<file path="src/rtl/step_sequencer.sv">
// Drum step sequencer: NUM_CH x NUM_STEPS on/off pattern with a phase-accumulator tempo generator.
// Latency: trig/step_pos/bar_wrap are registered on the start edge or the step-tick edge; pattern writes apply on the next edge.
// Backpressure: none; free-running, and downstream sample players must accept every one-cycle trigger pulse.
module step_sequencer #(
    parameter int              NUM_CH         = 4,
    parameter int              NUM_STEPS      = 8,
    parameter int              BPM_W          = 8,
    parameter int              STEPS_PER_BEAT = 2,
    parameter longint unsigned TICK_LIMIT     = 64'd3000000000,
    localparam int             STEP_W         = $clog2(NUM_STEPS),
    localparam int             CH_W           = (NUM_CH > 1) ? $clog2(NUM_CH) : 1,
    localparam int             ACC_W          = $clog2(TICK_LIMIT) + 2
) (
    input  logic                 clk,
    input  logic                 reset,
    input  logic                 play,
    input  logic [BPM_W-1:0]     bpm,
    input  logic [STEP_W-1:0]    len,
    input  logic [NUM_CH-1:0]    mute,
    input  logic                 wr_en,
    input  logic [CH_W-1:0]      wr_ch,
    input  logic [NUM_STEPS-1:0] wr_row,
    output logic [NUM_CH-1:0]    trig,
    output logic [STEP_W-1:0]    step_pos,
    output logic                 playing,
    output logic                 bar_wrap
);

    typedef enum logic {
        ST_STOP = 1'b0,
        ST_PLAY = 1'b1
    } state_t;

    localparam logic [ACC_W-1:0]  LIMIT     = ACC_W'(TICK_LIMIT);
    localparam logic [STEP_W-1:0] LAST_STEP = STEP_W'(NUM_STEPS - 1);

    state_t               state;
    state_t               state_nxt;
    logic [NUM_STEPS-1:0] pattern [NUM_CH];

    logic [ACC_W-1:0]     acc;
    logic [ACC_W-1:0]     acc_nxt;
    logic [ACC_W-1:0]     inc;
    logic [ACC_W-1:0]     acc_sum;
    logic [STEP_W-1:0]    len_q;
    logic [STEP_W-1:0]    len_nxt;
    logic [STEP_W-1:0]    len_clamped;
    logic [STEP_W-1:0]    pos_nxt;
    logic [NUM_CH-1:0]    column;
    logic [NUM_CH-1:0]    trig_nxt;
    logic                 trig_en;
    logic                 bar_nxt;
    logic                 tick;

    // Tempo increment is sized to the accumulator so bpm*STEPS_PER_BEAT never overflows.
    assign inc         = ACC_W'(bpm) * ACC_W'(STEPS_PER_BEAT);
    assign acc_sum     = acc + inc;
    assign len_clamped = ({1'b0, len} > (STEP_W + 1)'(NUM_STEPS - 1)) ? LAST_STEP : len;
    assign playing     = (state == ST_PLAY);

    // State register.
    always_ff @(posedge clk) begin
        if (reset) begin
            state <= ST_STOP;
        end else begin
            state <= state_nxt;
        end
    end

    // Next state: play is a level, so both states simply follow it.
    always_comb begin
        state_nxt = state;
        case (state)
            ST_STOP: if (play)  state_nxt = ST_PLAY;
            ST_PLAY: if (!play) state_nxt = ST_STOP;
            default: state_nxt = ST_STOP;
        endcase
    end

    // Output/datapath next values: start loads step 0, ticks advance or wrap, stop clears everything.
    always_comb begin
        acc_nxt = '0;
        pos_nxt = '0;
        len_nxt = len_q;
        trig_en = 1'b0;
        bar_nxt = 1'b0;
        tick    = 1'b0;
        case (state)
            ST_STOP: begin
                if (play) begin
                    bar_nxt = 1'b1;
                    trig_en = 1'b1;
                    len_nxt = len_clamped;
                end
            end
            ST_PLAY: begin
                // When play drops, every default above (zeros) applies, dropping any coincident tick.
                if (play) begin
                    tick    = (acc_sum >= LIMIT);
                    acc_nxt = tick ? (acc_sum - LIMIT) : acc_sum;
                    pos_nxt = step_pos;
                    if (tick) begin
                        trig_en = 1'b1;
                        if (step_pos == len_q) begin
                            pos_nxt = '0;
                            bar_nxt = 1'b1;
                            len_nxt = len_clamped;
                        end else begin
                            pos_nxt = step_pos + STEP_W'(1);
                        end
                    end
                end
            end
            default: ;
        endcase
    end

    // Column of the step being entered, read from the pre-write pattern contents.
    always_comb begin
        column = '0;
        for (int ch = 0; ch < NUM_CH; ch++) begin
            column[ch] = pattern[ch][pos_nxt];
        end
    end

    assign trig_nxt = trig_en ? (column & ~mute) : '0;

    // Registered outputs, accumulator and latched loop length.
    always_ff @(posedge clk) begin
        if (reset) begin
            acc      <= '0;
            step_pos <= '0;
            trig     <= '0;
            bar_wrap <= 1'b0;
            len_q    <= '0;
        end else begin
            acc      <= acc_nxt;
            step_pos <= pos_nxt;
            trig     <= trig_nxt;
            bar_wrap <= bar_nxt;
            len_q    <= len_nxt;
        end
    end

    // Pattern memory: row writes in any state; out-of-range channel indices are ignored.
    always_ff @(posedge clk) begin
        if (reset) begin
            for (int ch = 0; ch < NUM_CH; ch++) begin
                pattern[ch] <= '0;
            end
        end else if (wr_en && ({1'b0, wr_ch} < (CH_W + 1)'(NUM_CH))) begin
            pattern[wr_ch] <= wr_row;
        end
    end

endmodule

</file>
<file path="config.mk">
export PLATFORM = sky130hd
export DESIGN_NAME = step_sequencer
export DESIGN_NICKNAME = d
export VERILOG_FILES = /design/src/rtl/step_sequencer.sv
export SDC_FILE = /design/constraint.sdc
export NUM_CORES = 1
export LEC_CHECK = 0
export ABC_CLOCK_PERIOD_IN_PS = 6300
export CORE_UTILIZATION = 60
export CTS_BUF_LIST = sky130_fd_sc_hd__clkbuf_8
export DETAILED_ROUTE_END_ITERATION = 16
export HOLD_SLACK_MARGIN = 0.08
export PLACE_DENSITY = 0.8
export SYNTH_ARGS = -nofsm -noshare
export SYNTH_HDL_FRONTEND = slang
export SYNTH_SLANG_ARGS = --single-unit
export TNS_END_PERCENT = 10
</file>
<file path="constraint.sdc">
create_clock -name clk -period 6.3 [get_ports clk]
set_clock_uncertainty 0.15 [all_clocks]
set_input_delay 1.89 -clock clk [delete_from_list [all_inputs] [get_ports clk]]
set_output_delay 1.89 -clock clk [all_outputs]
set_load 0.01 [all_outputs]
</file>
[Word level (Yosys, flattened, before mapping)]
Memory sizes are Yosys's and may differ from the RTL's.
Cells that the tools add are included.
Word-level totals
  output and inout port bits: 9
  word-level logic and storage cells: 60
  bits of input ports: 29
  bits in writable memories: 32
  memories kept: 1
  register bits: 46
Operators by class
  add/subtract/negate cells: 3
  equal/unequal tests: 5
  mux-type cells: 34
  order comparisons: 2
  bitwise operators: 5
  reductions and logical operators: 4
Memory list
  pattern: depth 4, bits a word 8, read ports 4, clocked after memory_dff 0, wr ports 4, line 39  | logic [NUM_STEPS-1:0] pattern [NUM_CH];
Operators with widths (count)
  $add 34x9->34: 1
  $ge 34x32->1 const B: 1
  $mux 34: 1
  $sub 34x32->34 const B: 1
  $mux 3: 8
  $mux 1: 16
  $bmux 1 s3: 4
  $mux 8: 1
  $reduce_or 8->1: 1
  $pmux 3 s2: 1
  $and 4x4->4: 1
  $lt 3x4->1 const B: 1
  $ne 2x1->1 const B: 2
  $ne 2x2->1 const B: 2
  $not 4->4: 1
  $pmux 1 s2: 2
  $reduce_and 4->1: 1
  $add 3x1->3 const B: 1
  $eq 3x3->1: 1
  $not 1->1: 3
  $reduce_or 3->1: 1
  $mux 2: 1
  $reduce_or 2->1: 1

[Longest topological paths before layout]
  depth after elaboration: 8
  depth in mapped cells: 18
  gate-level depth less buffers: 16

[Worst setup path after synthesis]
Ideal clock, no wire load.
  kind: input -> register
  from: input bpm[0]
  to: register trig[1]
  stages on the path: 16
  slack: 784 ps
  arrival: 5302 ps
  path buffers: 1
  data required time: 6086 ps
  library setup time: 64 ps
  cells stage by stage: ha_1 -> inv_1 -> fa_1 -> nand2b_1 -> a21oi_4 -> o211ai_1 -> mux2_1 -> o22a_1 -> a2111o_1 -> a31oi_2 -> o211a_1 -> buf_6 -> mux2_4 -> a311oi_4 -> o211ai_1 -> nand4_1
Between the ends
  longest elaborated chain between the ends: 8
  elaborated cells between the ends (all ways): 13
  those cells by class: add/sub: 1; order compare: 1; mux: 8; bitwise: 2; reduce/logical: 1
Ends and longest elaborated chain
  from (decl): line 17  | input logic [BPM_W-1:0] bpm,
  $add 34x9->34 *: line 57  | assign acc_sum = acc + inc;
  $ge 34x32->1 *: line 99  | tick = (acc_sum >= LIMIT);
  $mux 3: line 102  | if (tick) begin
  $mux 3: line 98  | if (play) begin
  $mux 3: line 88  | case (state)
  $bmux 1 s3: line 122  | column[ch] = pattern[ch][pos_nxt];
  $mux 1 (implied by the code): line 122
  $and 4x4->4: line 126  | assign trig_nxt = trig_en ? (column & ~mute) : '0;
  to (signal assigned): line 139  | trig <= trig_nxt;
  to (decl): line 23  | output logic [NUM_CH-1:0] trig,
Every way passes the cells marked *; elsewhere a longest branch is shown, timed or not. The select of a mux whose other input is x is not followed.
A chain may end at the register's enable or synchronous reset.

[Worst setup path after layout]
  from: input bpm[4]
  to: register trig[1]
Same word-level chain as after synthesis.

==> results by group <==
Pwr
  – Peak supply drop: 0.116 mV
  – Int Pwr: 731 uW
  – Logic pwr share: 8.8%
  – Sequential share of power: 54.9%
  – Switch share: 26.5%
  – Total power: 994 uW
  – PD cells: 172 nW/um^2
  – Net switching power: 263 uW
  – Clock Power Share: 36.3%
  – Pleak: 1.99 nW

Placement
  – Post-DP HPWL: 8890 um
  – Placed cells: 676
  – Number of port buffers: 37
  – Post-Place Worst Slack: -0.0774 ns
  – GPL Wtd Cong: 0.920
  – Placed Area: 5560 um^2

Hold path
  – WHS Endpoint: step_pos[1]
  – Hold depth: 2
  – Hold Startpoint: step_pos[1]
  – HP Class: flip-flop to flip-flop

Yosys
  – Synthesis Warnings: 0
  – Yosys reg bits: 77
  – Post-synth top area share: 19.4%
  – Post-Syn Instances: 530
  – Syn Area/Cell: 9.34 um^2
  – Synth unique cells: 72
  – Number of synthesized flops with an enable pin: 32
  – Top_reg_cell synth: dfxtp_1
  – Synthesized cell area: 4950 um^2
  – Post-synthesis sequential area ratio: 37.6%
  – Syn_nets: 570
  – Asr flop ratio synth: 0%
  – Top cells by area, synth: edfxtp_1 19%, dfxtp_1 18%, xnor2_1 6.0%
  – Post-synth top area cell: edfxtp_1

Critical path
  – FF-to-FF setup slack: 1.90 ns
  – FF-to-FF Start: acc[5]
  – Crit. Startpoint: bpm[4]
  – Critical path fanouts, max: 10
  – CP endpoint kind: flip-flop
  – R2R depth: 14
  – Worst r2r dst: trig[1]
  – Critical-path cell list: clkdlybuf4s50_1 > ha_1 > a21oi_1 > o22ai_1 > o21ai_2 > nor4b_2 > o21ai_1 > and2_1 > or3_1 > o211a_1 > buf_4 > mux2i_1 > a311oi_2 > o211ai_1 > nand4_1
  – Worst Path Buf+Inv: 2
  – Crit path DAT: 6.19 ns
  – CP required: 6.46 ns
  – WS Path Type: primary input to flip-flop
  – Slowest-stage cell, CP: o21ai_2
  – Type of origin of the critical path: primary input
  – Critical path's largest stage delay: 0.44 ns
  – Delay-heaviest family, CP: compound AO/OA/AOI/OAI gates

STA
  – Tcrit/Tclk final: 95.8%
  – Final Slew Violations: 0
  – TNS Setup: 0 ns
  – Final setup viols: 0
  – RSZ-0062 raised after global routing: false
  – Rel. slew slack: 33.0%
  – Hold slack: 0.380 ns
  – Setup slack after layout: 0.266 ns
  – Worst slew pin tran: 1.00 ns
  – Endpoints failing hold: 0
  – Maximum clock frequency: 166 MHz
  – Clock period minus worst slack: 6.03 ns

Global route
  – First-pass GRT wire length: 19600 um
  – Vias in the first global route: 4104
  – Total gr overflow: 0
  – Tot GR Track Use: 28.8%
  – Pin count of the biggest net entering global routing: 34
  – Initial antenna violation count: 0

Final layout
  – Share of cells above drive strength 1: 13.1%
  – Final core occ: 73.4%
  – Non-filler cells, final: 692
  – Final net count: 625
  – Final Cell Area: 5760 um^2
  – Fillcell total: 598
  – Area of the multi-input gates: 2970 um^2
  – Most frequent cells in the layout: 46 x nor2_1, 45 x dfxtp_1, 39 x and2_1
  – Diode count: 0
  – Layout Area Growth over Synthesis: 16.4%
  – Seq. cell area: 1860 um^2
  – Commonest non-fill, non-tap cell in the layout: nor2_1

Floorplan
  – Core Area: 7850 um^2
  – Die width: 92.8 um
  – Row Count: 32
  – Full die area: 8620 um^2
  – Initial Util: 63.1%
  – Die height: 92.8 um
  – # IOs: 38

Detailed routing
  – DRC: 0
  – Pre-antenna DRT Iters: 5
  – Post-route ant nets: 0
  – Total Wirelength: 11900 um
  – Drt first-iter violations: 256
  – Per-cell routed wire length: 17.2 um
  – Via density: 6.14
  – Vias: 4251

Job
  – MaxCap Viol Count: 0

Clocking
  – Inserted Clock Buffers: 9
  – Root Buffer: clkbuf_8
  – Clock Latency Late Sink: 0.37 ns
  – Clock slew at reported path FFs: 0.10 ns
  – Post-CTS Setup Repair Bufs: 0
  – Post-cts sizing count: 0
  – H-tree Lvls: 3
  – Hold-fix buffers, CTS: 0
  – Clock Path Buffers: 2
  – CTS tree: done
  – Clk sinks: 77

Status
  – Status: finished clean
-- synthesized netlist by cell type (4+ instances only) --
cell type	instances
nand2_1	28
nand4_1	9
edfxtp_1	32
a21oi_1	11
o2111ai_1	5
nor3b_1	7
mux2i_1	5
clkbuf_1	9
o21ai_1	4
o21a_1	8
a21boi_0	18
buf_2	8
nand2b_1	7
or3_1	5
and3_1	18
dfxtp_1	45
nor2_1	46
nor3_1	27
o211ai_1	25
xor2_1	19
and2_1	39
xnor2_1	34
inv_1	13
ha_1	10
nand3_1	16
o21ai_0	13
-- how the worst max path moves through the flow --
stage,cells past startpoint,endpoint
3_5_place_dp,18,trig[1]
3_3_place_gp,18,trig[2]
6_report,15,trig[1]
5_1_grt,15,trig[1]
2_1_floorplan,16,trig[1]
4_1_cts,18,trig[1]
-- power by group through the flow --
stage	registers (mW)	logic (mW)	clock network [mW]
finish	0.546	0.0872	0.361
global route	0.547	0.0953	0.379
CTS	0.546	0.0869	0.361
detailed placement	0.557	0.0865	0
global placement	0.557	0.0835	0
floorplan	0.554	0.0486	0
-- worst register-to-register path, delay by kind of cell (launching register included) --
kind            cells  cell delay, ns
simple gates        4            1.06
buf+inv             1            0.21
mux                 1            0.15
compound gates      7            2.10
flops               1            0.32
fa+ha+maj           1            0.35
-- kinds of logic (layout without fill, tap and decap cells) --
family,after synthesis,count (layout),synth area share (%)
simple gates,223,223,25.0
compound gates,126,126,20.3
flops,77,77,37.6
xor+xnor,54,54,9.70
buf+inv,32,92,2.86
fa+ha+maj,11,11,2.93
mux,7,7,1.54
-- layer usage --
| layer | GRT usage (%) | vias to the layer above | wire, um |
|---|---|---|---|
| met5 | 0 | - | 0 |
| met1 | 38.3 | 2034 | 5420 |
| met4 | 9.23 | 0 | 191 |
| met3 | 3.28 | 20 | 611 |
| li1 | - | 2059 | - |
| met2 | 48.8 | 138 | 5650 |
-- final cells by class --
type,count,area share [%]
flip-flops and latches,77,32.3
well taps,102,2.21
clock inverters,7,0.977
multi-input cells,421,51.5
repair buffers,63,10.0
clock buffers,9,2.15
inverters,13,0.847
-- state kept, by name, summed over array words and instances (netlist names) --
name	cells
pattern	32
trig	4
acc	33
len_q	3
bar_wrap	1
playing	1
step_pos	3
Power figures use the tool's default switching activity.
